<file path="src/rtl/regbank_writeback_unit_pkg.sv">
// Shared widths and FIFO entry type for the register-bank writeback unit.
package regbank_writeback_unit_pkg;
  localparam int unsigned ADDR_W   = 3;
  localparam int unsigned DATA_W   = 8;
  localparam int unsigned NUM_REGS = 2 ** ADDR_W;

  typedef struct packed {
    logic [ADDR_W-1:0] dest;
    logic [DATA_W-1:0] data;
  } entry_t;
endpackage

</file>
<file path="src/rtl/regbank_writeback_unit_wb_fifo.sv">
// Result FIFO: pointers, count, storage; exposes entries in age order (oldest at index 0).
module regbank_writeback_unit_wb_fifo
  import regbank_writeback_unit_pkg::*;
#(
  parameter int unsigned DEPTH = 4
) (
  input  logic                 i_CLK,
  input  logic                 i_RST,
  input  logic                 i_Push,
  input  entry_t               i_PushEntry,
  input  logic                 i_Pop,
  output logic                 o_Full,
  output logic                 o_Empty,
  output entry_t [DEPTH-1:0]   o_AgeEntry,
  output logic   [DEPTH-1:0]   o_AgeValid
);
  localparam int unsigned PTR_W = $clog2(DEPTH);
  localparam int unsigned CNT_W = $clog2(DEPTH + 1);

  entry_t [DEPTH-1:0] mem;
  logic   [PTR_W-1:0] wptr;
  logic   [PTR_W-1:0] rptr;
  logic   [CNT_W-1:0] count;
  logic               doPush;
  logic               doPop;

  assign o_Full  = (count == CNT_W'(DEPTH));
  assign o_Empty = (count == '0);
  assign doPush  = i_Push & ~o_Full;
  assign doPop   = i_Pop & ~o_Empty;

  always_ff @(posedge i_CLK) begin
    if (i_RST) begin
      wptr  <= '0;
      rptr  <= '0;
      count <= '0;
    end else begin
      if (doPush) begin
        mem[wptr] <= i_PushEntry;
        wptr      <= wptr + 1'b1;
      end
      if (doPop) rptr <= rptr + 1'b1;
      case ({doPush, doPop})
        2'b10:   count <= count + 1'b1;
        2'b01:   count <= count - 1'b1;
        default: count <= count;
      endcase
    end
  end

  always_comb begin
    for (int unsigned i = 0; i < DEPTH; i++) begin
      o_AgeEntry[i] = mem[PTR_W'(32'(rptr) + i)];
      o_AgeValid[i] = (i < 32'(count));
    end
  end
endmodule

</file>
<file path="src/rtl/regbank_writeback_unit.sv">
// Writeback unit: buffers execute results and drains one bank write per clock.
// Define WB_FORWARD_EN to enable operand forwarding from buffered/in-flight writes.
module regbank_writeback_unit
  import regbank_writeback_unit_pkg::*;
#(
  parameter int unsigned DEPTH = 4
) (
  input  logic                i_CLK,
  input  logic                i_RST,
  input  logic                i_ResultValid,
  input  logic [ADDR_W-1:0]   i_ResultDest,
  input  logic [DATA_W-1:0]   i_ResultData,
  output logic                o_ResultReady,
  output logic [ADDR_W-1:0]   o_AddrRegDest,
  output logic [DATA_W-1:0]   o_WriteData,
  output logic                o_WriteBack,
  output logic [NUM_REGS-1:0] o_Pending,
  input  logic [ADDR_W-1:0]   i_QueryAddr1,
  input  logic [ADDR_W-1:0]   i_QueryAddr2,
  output logic                o_FwdHit1,
  output logic [DATA_W-1:0]   o_FwdData1,
  output logic                o_FwdHit2,
  output logic [DATA_W-1:0]   o_FwdData2
);
  entry_t [DEPTH-1:0] ageEntry;
  logic   [DEPTH-1:0] ageValid;
  logic               fifoFull;
  logic               fifoEmpty;
  logic               pop;

  assign o_ResultReady = ~fifoFull;
  assign pop           = ~fifoEmpty;

  regbank_writeback_unit_wb_fifo #(.DEPTH(DEPTH)) wbFifo (
    .i_CLK       (i_CLK),
    .i_RST       (i_RST),
    .i_Push      (i_ResultValid),
    .i_PushEntry ('{dest: i_ResultDest, data: i_ResultData}),
    .i_Pop       (pop),
    .o_Full      (fifoFull),
    .o_Empty     (fifoEmpty),
    .o_AgeEntry  (ageEntry),
    .o_AgeValid  (ageValid)
  );

  always_ff @(posedge i_CLK) begin
    if (i_RST) begin
      o_WriteBack   <= 1'b0;
      o_AddrRegDest <= '0;
      o_WriteData   <= '0;
    end else if (pop) begin
      o_WriteBack   <= 1'b1;
      o_AddrRegDest <= ageEntry[0].dest;
      o_WriteData   <= ageEntry[0].data;
    end else begin
      o_WriteBack   <= 1'b0;
    end
  end

  // The in-flight write counts as pending until the bank has actually taken it.
  always_comb begin
    o_Pending = '0;
    if (o_WriteBack) o_Pending[o_AddrRegDest] = 1'b1;
    for (int unsigned i = 0; i < DEPTH; i++)
      if (ageValid[i]) o_Pending[ageEntry[i].dest] = 1'b1;
  end

`ifdef WB_FORWARD_EN
  // Scan oldest to newest so the youngest match is the one left standing.
  always_comb begin
    o_FwdData1 = '0;
    o_FwdData2 = '0;
    if (o_WriteBack && o_AddrRegDest == i_QueryAddr1) o_FwdData1 = o_WriteData;
    if (o_WriteBack && o_AddrRegDest == i_QueryAddr2) o_FwdData2 = o_WriteData;
    for (int unsigned i = 0; i < DEPTH; i++) begin
      if (ageValid[i] && ageEntry[i].dest == i_QueryAddr1) o_FwdData1 = ageEntry[i].data;
      if (ageValid[i] && ageEntry[i].dest == i_QueryAddr2) o_FwdData2 = ageEntry[i].data;
    end
  end
  assign o_FwdHit1 = o_Pending[i_QueryAddr1];
  assign o_FwdHit2 = o_Pending[i_QueryAddr2];
`else
  logic unusedFwd;
  assign unusedFwd  = ^{i_QueryAddr1, i_QueryAddr2, ageEntry};
  assign o_FwdHit1  = 1'b0;
  assign o_FwdData1 = '0;
  assign o_FwdHit2  = 1'b0;
  assign o_FwdData2 = '0;
`endif
endmodule
</file>
<file path="config.mk">
export PLATFORM = sky130hd
export DESIGN_NAME = regbank_writeback_unit
export DESIGN_NICKNAME = d
export VERILOG_FILES = /design/src/rtl/regbank_writeback_unit_pkg.sv /design/src/rtl/regbank_writeback_unit_wb_fifo.sv /design/src/rtl/regbank_writeback_unit.sv
export SDC_FILE = /design/constraint.sdc
export NUM_CORES = 1
export LEC_CHECK = 0
export BUFFER_PORTS_ARGS = -buffer_cell sky130_fd_sc_hd__buf_2
export CORE_UTILIZATION = 30
export CTS_CLUSTER_SIZE = 20
export DETAILED_ROUTE_END_ITERATION = 10
export PLACE_DENSITY = 0.49
export SETUP_SLACK_MARGIN = 0.4
export SYNTH_ARGS = -nofsm -noshare
export SYNTH_HDL_FRONTEND = slang
export SYNTH_SLANG_ARGS = --single-unit
</file>
<file path="constraint.sdc">
create_clock -name i_CLK -period 4.6 [get_ports i_CLK]
set_clock_uncertainty 0.2 [all_clocks]
set_input_delay 0.46 -clock i_CLK [delete_from_list [all_inputs] [get_ports i_CLK]]
set_output_delay 0.46 -clock i_CLK [all_outputs]
set_load 0.1 [all_outputs]
</file>
After elaboration in Yosys (flattened, before gate mapping) --
Cells that the tools add are included.
Word-level totals: flip-flop bits (word level) 63, output and inout bits 39, word-level logic and storage cells 89
Operators by class: $add $sub $neg 7, order comparisons 20, eq/ne operators 3, multiplexer cells 28, bitwise logic cells 8, reduce and logical (&&, ||, !) cells 9
Operators by type and width (count):
- $bmux 11 s2 | 4
- $mux 11 | 5
- $bwmux 44 | 1
- $mux 8 | 5
- $or 8x8->8 | 4
- $demux 11 s2 | 1
- $lt 3x4->1 const B | 5
- $demux 1 s3 | 5
- $ge 3x1->1 const B | 5
- $lt 2x3->1 const B | 5
- $add 2x1->2 const B | 3
- $logic_and 1x1->1 | 6
- $lt 1x3->1 const A | 2
- $lt 2x3->1 const A | 2
- $mux 1 | 6
- $pmux 3 s2 | 1
- $add 2x2->2 const B | 2
- $add 3x1->3 const B | 1
- $eq 3x3->1 const B | 1
- $logic_not 3->1 | 1
- $not 1->1 | 3
- $sub 3x1->3 const B | 1
- $eq 2x1->1 const B | 1
- $eq 2x2->1 const B | 1
- 4 further kinds | 4

Depth between registers and ports, before layout --
Gate-level depths: netlist (run 1).
depth in word-level cells 14, depth in mapped cells 9

Hierarchy --
A second synthesis (run 1) with hierarchy kept.
Unflattened totals: cell total of the unflattened synthesis 272, area, all modules 3856.2 µm²
By module, submodules not included:
- regbank_writeback_unit_wb_fifo | times used 1, cells each 157, area each 2914.0 µm², seq. area each 1461.4 µm²
- regbank_writeback_unit | times used 1, cells each 115, area each 942.2 µm², seq. area each 240.2 µm²

Least setup slack after synthesis (run 1) --
Ideal clock, no wire load.
path type register to output, start point register wbFifo.rptr[0], end point output port o_Pending[5], arrival time 2.193 ns, data required time 3.940 ns, setup slack 1.747 ns, cell stages (with the launch flop) 6, buffers on the path 1, path through dfxtp_1 -> buf_6 -> mux4_2 -> nor2b_4 -> a22oi_1 -> nand3_1
On the way: longest elaborated chain between the ends 14
Ends and longest elaborated chain:
- start, declared | RTL line regbank_writeback_unit_wb_fifo.sv:22 | logic [PTR_W-1:0] rptr;
- start signal, assigned | RTL line regbank_writeback_unit_wb_fifo.sv:42 | if (doPop) rptr <= rptr + 1'b1;
- parallel branches: the longest is 13 deep, another holds $lt 3x4->1
- $mux 8 * | RTL line regbank_writeback_unit.sv:65 | if (ageValid[i]) o_Pending[ageEntry[i].dest] = 1'b1;
- end, declared | RTL line regbank_writeback_unit.sv:17 | output logic [NUM_REGS-1:0] o_Pending,
Every way passes the cells marked *. The select of a mux whose other input is x is not followed.

Worst setup path in the final report (run 1) --
start point register wbFifo.rptr[1], end point output port o_Pending[6]
Same word-level chain as after synthesis.

==> metrics.csv, run 1 <==
metric,value,unit
status,"finished, final reports clean",
ant_nets,0,
arrival,2.72,ns
nets,317,
port_buffers,34,
antenna_cells,0,
grt_pass1_wl,10090,microns
cts_buffer_depth,2,
synth.most_common_cell,edfxtp_1,
avgSynthCellArea,12.63,sq um
slew_violations,0,
synthFlopType,edfxtp_1,
die-area,0.01094,sq mm
placeableCoreArea,0.01028,sq mm
syn_area,0.003157,sq mm
cts_resized,0,
tightest_slew,1.071,ns
drive_above_1_share,23.55,%
antenna_found_initial,0,
synth_edf_count,44,
ctsHoldBuffers,0,
met2_length,2768,microns
worstHoldPathType,input port to flop,
vias,2013,
grt_setup_unrepaired,no,
worst-setup-path-type,flop to primary output,
num_rows,37,
yosys_warnings,0,
grt_pass1_vias,1900,
gp_congestion,0.7281,
fin_crit_sh,73.46,%
fill_cells,1023,
cts-root-buf,clkbuf_8,
wire_per_inst,14.39,microns
synth_seq_cells,63,
drt-pass1-iter-count,4,
wl,6174,microns
setup_viol,0,
synth-async-reset-ratio,0,%
drt-met1-wl,2994,microns
syn_inst,250,
post-route-drc-count,0,
initial_utilization,30.72,%
die_w,104.6,microns
ys_top_cells_by_area,"edfxtp_1 (42%), mux4_2 (12%), dfxtp_1 (12%)",
synth_xor_area_share,1.110,%
slew_headroom,28.48,%
grt_max_degree,21,
h-tree-depth,3,
grt_usage,12.23,%
dr.max_layer_used,met4,
cp-start-kind,flop,
clk_latency,0.34,ns
synth.top_cell.area_share,41.85,%
io_pins,59,
period_minus_slack,3.379,ns
post_cts_buffers,0,
end_kind,primary output,
ys_types,30,
cts_sinks,63,
via_per_inst,4.692,
synth.yosys.seq_area_share,53.90,%
synth_fa_ha_area_share,3.567,%
fmax,295.9,MHz
path_clk_slew,0.07,ns
finalSetupTns,0,ns
drt_iter0_markers,76,
areaGrowthSynthToFinish,13.36,%
grt_overflow,0,
hold_viol_final,0,
numCtsBuffers,9,
yosysTopAreaCell,edfxtp_1,
synthMuxAreaShare,14.94,%
cp_max_fo,12,
maxCapViolCount,0,
yosys.area_share.simple,12.13,%
met3WireLength,272,microns
synth_compound_area_share,7.214,%
cp.required,3.94,ns
cts_tree,done,
synthTopCellsByCount,"edfxtp_1 (44), nand2_1 (33), buf_4 (20)",
synth_top_family_by_area,multiplexers,
hpwl,4298,microns
die_h,104.6,microns
-- cell families after synthesis --
kind of cell | after synthesis
buf+inv | 35
flops | 63
simple gates | 82
mux | 21
fa+ha+maj | 9
xor+xnor | 4
other cells | 1
compound gates | 35
-- worst paths after layout --
| kind | from | endpoint | slack [ns] | cells after the start |
|---|---|---|---|---|
| hold / removal | i_ResultData[3] | wbFifo.mem[14] | 0.13 | 1 |
| setup reg to reg | wbFifo.count[0] | wbFifo.count[2] | 1.35 | 7 |
| setup / recovery | wbFifo.rptr[1] | o_Pending[6] | 1.22 | 6 |
| hold reg to reg | o_WriteData[0] | o_WriteData[0] | 0.25 | 2 |
-- state kept, by name (all words and copies together) (netlist names) --
name           count
wbFifo.rptr        2
o_WriteData        8
o_AddrRegDest      3
o_WriteBack        1
wbFifo.count       3
wbFifo.mem        44
wbFifo.wptr        2
-- metrics by stage --
step                util, %  hold WS [ns]  std cells  cell area (sq um)  setup slack (ns)
finish                34.82        0.1329        429               3578             1.221
global route          34.82        0.1082        429               3578            0.9563
CTS                   34.82        0.1175        429               3578             1.158
detailed placement    32.97        0.2408        413               3388             1.290
global placement      32.97        0.2374        413               3388             1.312
floorplan                 -        0.2692        267               3221             1.747
-- critical path, stage by stage (launching register included) --
cell,delay [ns]
dfxtp_1,0.65
buf_4,0.31
mux4_2,0.53
nor2_1,0.26
nand3_1,0.12
nand3_1,0.09
buf_2,0.42
-- metal layers --
metal	GRT usage, %	up-vias
li1	-	970
met1	16.27	970
met2	18.35	59
met3	3.431	14
met4	5.835	0
met5	0	-
-- cell type report --
type | instances | area, sq um | area share [%]
clock buffers | 10 | 127.6 | 3.566
repair buffers | 36 | 185.2 | 5.175
flip-flops and latches | 63 | 1702 | 47.55
well taps | 136 | 170.2 | 4.755
inverters | 9 | 33.78 | 0.9441
multi-input cells | 169 | 1297 | 36.26
clock inverters | 6 | 62.56 | 1.748
-- placed cells by master (no fill, tap or decap) --
cell type  count
mux2i_1        1
mux4_2        17
clkbuf_8       9
nor2b_1       10
a31oi_1        2
edfxtp_1      44
clkbuf_1       1
nor3b_1        1
nor2b_4        1
bufinv_16      1
nand3_1       11
buf_4          2
a21boi_1       1
buf_2         34
a21oi_1       16
clkinv_4       2
conb_1        18
clkinv_2       3
or3_1          1
nor2_1        15
ha_1           9
a211oi_1       1
o21ai_0        1
and2_1         6
nor3_1         4
a32oi_1        8
xor2_1         3
o21bai_1       1
mux4_1         3
inv_1          9
dfxtp_1       19
nand2_1       33
xnor2_1        1
a22oi_1        5
Power of run 1 is left out: the tool's default activity adds up to more than one toggle a clock period on the data nets, which glitch-free logic cannot reach.
==> inputs of run 2 (changes only) <==
PLACE_DENSITY = 0.51   (was 0.49)
clock period = 2.8 ns   (was 4.6 ns; I/O delays follow)
==> run 2 against run 1 <==
  * Sequential cell count unchanged
  * Hold slack got worse by 0.11 ns
  * Critical path depth unchanged
  * Sequential share of layout area decreased by 7.8 points
  * Critical endpoint is now o_Pending[1]
  * Core utilization increased by 7.1 points
  * Final cell count increased by 8.6%
  * Register-to-register slack got worse by 0.75 ns
  * Clock-buffer cell count unchanged
  * Worst setup slack got worse by 1.0 ns
  * First-iteration DRC count increased by 25%
  * Non-clock buffer count increased by 37
  * Cell area increased by 20%
  * Largest cell class unchanged
==> metrics.csv, run 2 (synthesis results as in run 1) <==
metric,value,unit,change
path_clk_slew,0.07,ns,about the same
period_minus_slack,2.615,ns,
min_path_cells,3,,+2
grt_pass1_vias,2208,,+16%
drt-pass1-iter-count,4,,unchanged
cts_sinks,63,,unchanged
initial_utilization,30.72,%,unchanged
post-route-drc-count,0,,unchanged
critPathTopFamily,multiplexers,,
nets,354,,+12%
grt_overflow,0,,unchanged
worstReg2RegEnd,wbFifo.count[2],,
wl,6826,microns,+11%
ant_nets,0,,unchanged
grt_usage,13.47,%,+1.2 points
cp.required,2.32,ns,-1.62 ns
max_stage_delay,0.56,ns,-0.09 ns
finalSetupTns,0,ns,unchanged
wire_per_inst,14.65,microns,+1.8%
reg2reg_slack,0.60,ns,-0.75 ns
fill_cells,972,,-5.0%
r2r.worst_path.cells,7,,unchanged
vias,2165,,+7.6%
port_buffers,34,,unchanged
clk_latency,0.34,ns,about the same
numCtsBuffers,9,,unchanged
grt_setup_unrepaired,yes,,
whs_endpoint,wbFifo.wptr[1],,
largest_reg_flops,44,,unchanged
maxCapViolCount,0,,unchanged
antenna_cells,0,,unchanged
met2_length,3468,microns,+25%
fmax,382.4,MHz,
antenna_found_initial,0,,unchanged
end_kind,primary output,,
cts_buffer_depth,2,,unchanged
via_per_inst,4.646,,-0.99%
path_buf_inv,2,,unchanged
reg_top3,"wbFifo.mem x44, o_WriteData x8",,
die-area,0.01094,sq mm,unchanged
crit_chain,buf_8 -> mux4_2 -> nor2b_4 -> a32oi_2 -> nand3_4 -> buf_12,,
die_w,104.6,microns,unchanged
final_cell_mix,"edfxtp_1 (44), nand2_1 (32), buf_2 (26), buf_4 (26), mux4_2 (20)",,
worst-setup-path-type,flop to primary output,,
drt-met1-wl,2992,microns,about the same
hold_viol_final,0,,unchanged
slowest_stage,mux4_2,,
cts-root-buf,clkbuf_8,,
die_h,104.6,microns,unchanged
top_register,wbFifo.mem,,
drive_above_1_share,41.82,%,+18 points
gp_congestion,0.7437,,+2.1%
fin_crit_sh,93.40,%,
grt_pass1_wl,11370,microns,+13%
mostFrequentLayoutCell,edfxtp_1,,
status,"finished, final reports clean",,
areaGrowthSynthToFinish,36.46,%,
slew_violations,0,,unchanged
cp_max_fo,6,,-6
met3WireLength,290,microns,+6.6%
h-tree-depth,3,,unchanged
placeableCoreArea,0.01028,sq mm,unchanged
worstHoldPathType,input port to flop,,
cts_tree,done,,
io_pins,59,,unchanged
drt_iter0_markers,95,,+25%
grt_max_degree,21,,unchanged
cp-start-kind,flop,,
setup_viol,0,,unchanged
r2r-start,wbFifo.count[1],,
worstHoldStart,i_ResultValid,,
dr.max_layer_used,met4,,
arrival,2.14,ns,-0.58 ns
num_rows,37,,unchanged
hpwl,4509,microns,+4.9%
==> run 2: cell types whose count changed in the layout (fill, tap and decap cells not counted), moves of 6 or more <==
cell           previous run  this run
nand3_4                   0         6
dlygate4sd3_1             0        11
buf_2                    34        26
buf_4                     2        26
buf_12                    0         8
nand3_1                  11         3
a32oi_1                   8         0
a32oi_2                   0         8
==> run 2: how the worst max path moves through the flow <==
stage	cells past startpoint	to	start	slack (ns)
floorplan	7	wbFifo.count[2]	wbFifo.count[0]	0.37
global placement	7	wbFifo.count[2]	wbFifo.count[1]	0.07
detailed placement	7	wbFifo.count[2]	wbFifo.count[1]	0.0007
CTS	6	o_Pending[3]	wbFifo.rptr[0]	0.18
global route	7	o_Pending[6]	wbFifo.rptr[0]	0.1
finish	6	o_Pending[1]	wbFifo.rptr[0]	0.18
==> run 2: layout make-up <==
type | count | area, sq um | area share, %
Sequential cell | 63 | 1710 | 39.70
Multi-Input combinational cell | 169 | 1574 | 36.54
Timing Repair Buffer | 73 | 621.8 | 14.44
Tap cell | 136 | 170.2 | 3.950
Clock buffer | 10 | 127.6 | 2.963
Clock inverter | 6 | 70.07 | 1.626
Inverter | 9 | 33.78 | 0.7842
==> run 2: through the flow <==
step,worst slack (ns),instances,hold WS (ns),util (%),instance area [sq um]
5_1_grt,0.09553,466,0.02419,41.92,4308
3_5_place_dp,0.0007458,422,0.2458,35.50,3649
6_report,0.1849,466,0.02047,41.92,4308
3_3_place_gp,0.07279,422,0.2384,35.50,3649
2_1_floorplan,0.3672,267,0.1789,-,3308
4_1_cts,0.1838,457,0.007816,40.61,4174
==> run 2: worst register-to-register path: stages (launching register included) <==
cell     delay [ns]
dfxtp_2        0.35
inv_1          0.07
ha_1           0.18
nor2b_4        0.37
inv_1          0.11
ha_1           0.36
or3_1          0.37
a21oi_1        0.14
==> run 2: routing by layer <==
| metal | vias to the layer above | global-route usage (%) |
|---|---|---|
| li1 | 1039 | - |
| met1 | 1049 | 16.45 |
| met2 | 69 | 23.13 |
| met3 | 8 | 3.244 |
| met4 | 0 | 4.829 |
| met5 | - | 0 |
==> run 2: timing repair <==
| item | in CTS | in global routing |
|---|---|---|
| gates cloned | 1 | 0 |
| hold buffers | 11 | 0 |
| resized for setup | 41 | 15 |
| setup buffers | 7 | 9 |
| pin swaps | 10 | 13 |
| setup endpoints to repair | 13 | 9 |
| hold endpoints to repair | 44 | 0 |
Power of run 2 is left out for the same reason.
==> inputs of run 3 (changes only) <==
CAP_MARGIN = 20   (was default)
CELL_PAD_IN_SITES_DETAIL_PLACEMENT = 0   (was default)
CELL_PAD_IN_SITES_GLOBAL_PLACEMENT = 1   (was default)
PLACE_DENSITY = 0.61   (was 0.51)
==> run 3 against run 2 <==
  * Routed wire length down 3.5%
  * Sequential cell count stayed put
  * Via count fell by 1.6%
  * Hold slack improved by 0.0021 ns
  * Die area did not move
  * Global-route usage shrank 0.15 points
==> metrics.csv, run 3 (synthesis results as in run 1) <==
metric,value,unit,change
h-tree-depth,3,,unchanged
grt_overflow,0,,unchanged
setup_viol,0,,unchanged
drt_iter0_markers,43,,-55%
gp_congestion,0.7495,,+0.78%
crit_chain,buf_8 -> buf_6 -> mux4_2 -> a32oi_2 -> nand3_2 -> buf_12,,
nets,346,,-2.3%
numCtsBuffers,9,,unchanged
num_rows,37,,unchanged
final_cells,458,,-1.7%
max_stage_delay,0.63,ns,+0.07 ns
worstReg2RegEnd,wbFifo.count[2],,
slew_violations,0,,unchanged
wire_per_inst,14.38,microns,-1.8%
status,"finished, final reports clean",,
r2r.worst_path.cells,7,,unchanged
worst-setup-path-type,flop to primary output,,
hold_viol_final,0,,unchanged
whs_endpoint,wbFifo.wptr[1],,
post-route-drc-count,0,,unchanged
drive_above_1_share,38.20,%,-3.6 points
worstHoldStart,i_ResultValid,,
antenna_found_initial,0,,unchanged
cts-root-buf,clkbuf_8,,
use_met2,23.42,%,+0.28 points
die-area,0.01094,sq mm,unchanged
fmax,376.2,MHz,-1.6%
dp.cells,421,,-0.24%
cp-start-kind,flop,,
grt_setup_unrepaired,yes,,
path_clk_slew,0.07,ns,about the same
wl,6587,microns,-3.5%
grt_usage,13.32,%,-0.15 points
busiest_layer,met2,,
postPlaceCellArea,0.003641,sq mm,-0.21%
clk_latency,0.34,ns,about the same
fill_cells,976,,+0.41%
vias,2130,,-1.6%
fin_crit_sh,94.93,%,+1.5 points
end_kind,primary output,,
via_per_inst,4.651,,+0.10%
die_w,104.6,microns,unchanged
io_pins,59,,unchanged
die_h,104.6,microns,unchanged
initial_utilization,30.72,%,unchanged
min_path_cells,3,,unchanged
cts_buffer_depth,2,,unchanged
placeableCoreArea,0.01028,sq mm,unchanged
cp_max_fo,7,,+1
ant_nets,0,,unchanged
reg_top3,"wbFifo.mem x44, o_WriteData x8",,
cts_sinks,63,,unchanged
place_ws,0.2432,ns,+0.2424 ns
regArea,0.001703,sq mm,-0.44%
cp.required,2.32,ns,about the same
multi_input_area,0.001500,sq mm,-4.7%
grt_max_degree,21,,unchanged
areaGrowthSynthToFinish,31.99,%,
final_cell_mix,"edfxtp_1 (44), nand2_1 (32), buf_2 (26), mux4_2 (20)",,
hpwl,4478,microns,-0.70%
port_buffers,34,,unchanged
drt-pass1-iter-count,4,,unchanged
grt_pass1_wl,11150,microns,-1.9%
grt_pass1_vias,2188,,-0.91%
period_minus_slack,2.658,ns,+0.04303 ns
cts_tree,done,,
worstHoldPathType,input port to flop,,
top_register,wbFifo.mem,,
reg2reg_slack,0.64,ns,+0.04 ns
slowest_stage,mux4_2,,
use_met3,2.246,%,-1.0 points
met1_usage,15.80,%,-0.65 points
finalSetupTns,0,ns,unchanged
largest_reg_flops,44,,unchanged
mostFrequentLayoutCell,edfxtp_1,,
antenna_cells,0,,unchanged
maxCapViolCount,0,,unchanged
fin_area,0.004167,sq mm,-3.3%
r2r-start,wbFifo.count[0],,
arrival,2.18,ns,+0.04 ns
setup_slack,0.1419,ns,-0.04303 ns
run 3: cell types whose count changed in the layout (fill, tap and decap cells not counted), moves of 3 or more:
cell / previous run / this run
a22oi_1: 0 / 3
a22oi_2: 5 / 2
buf_4: 26 / 18
nor2_2: 1 / 4
nor2_4: 4 / 0
nor2b_4: 6 / 2
run 3: through the flow:
stage | hold slack (ns) | util, %
2_1_floorplan | 0.1789 | -
3_3_place_gp | 0.2377 | 35.43
3_5_place_dp | 0.2418 | 35.43
4_1_cts | 0.001055 | 40.09
5_1_grt | 0.02764 | 40.54
6_report | 0.02258 | 40.54
run 3: per-layer routing:
metal	share of wire, %	vias to the layer above
met2	51	48
met4	1.4	0
met3	2.9	7
met5	0	-
li1	-	1025
met1	45	1050
run 3: worst max-delay path, delay by kind of cell (launching register included):
kind,cells,cell delay [ns]
and+or+nand+nor,1,0.12
DFF,1,0.35
buffers and inverters,3,0.46
muxes,1,0.63
AOI/OAI and AO/OA,1,0.28
run 3: area by class of cell:
class | count | share of cell area (%)
Timing Repair Buffer | 65 | 13.48
Clock buffer | 9 | 2.973
Clock inverter | 7 | 1.772
Sequential cell | 63 | 40.87
Inverter | 9 | 0.8108
Tap cell | 136 | 4.084
Multi-Input combinational cell | 169 | 36.01
run 3: what timing repair did:
action | CTS | global route
hold buffers | 11 | 0
buffers inserted | 8 | 2
resized for setup | 31 | 7
setup endpoints to repair | 8 | 8
endpoints found under the hold margin | 44 | 0
pin swaps | 8 | 9
run 3: how the worst max path moves through the flow:
stage | startpoint | endpoint | slack [ns] | cells past startpoint
6_report | wbFifo.rptr[0] | o_Pending[2] | 0.14 | 6
5_1_grt | wbFifo.rptr[0] | o_Pending[3] | 0.05 | 7
4_1_cts | wbFifo.rptr[0] | o_Pending[2] | 0.12 | 6
3_5_place_dp | wbFifo.rptr[0] | o_Pending[3] | 0.24 | 6
3_3_place_gp | wbFifo.rptr[0] | o_Pending[3] | 0.25 | 6
2_1_floorplan | wbFifo.count[0] | wbFifo.count[2] | 0.37 | 7
Power of run 3 is left out for the same reason.
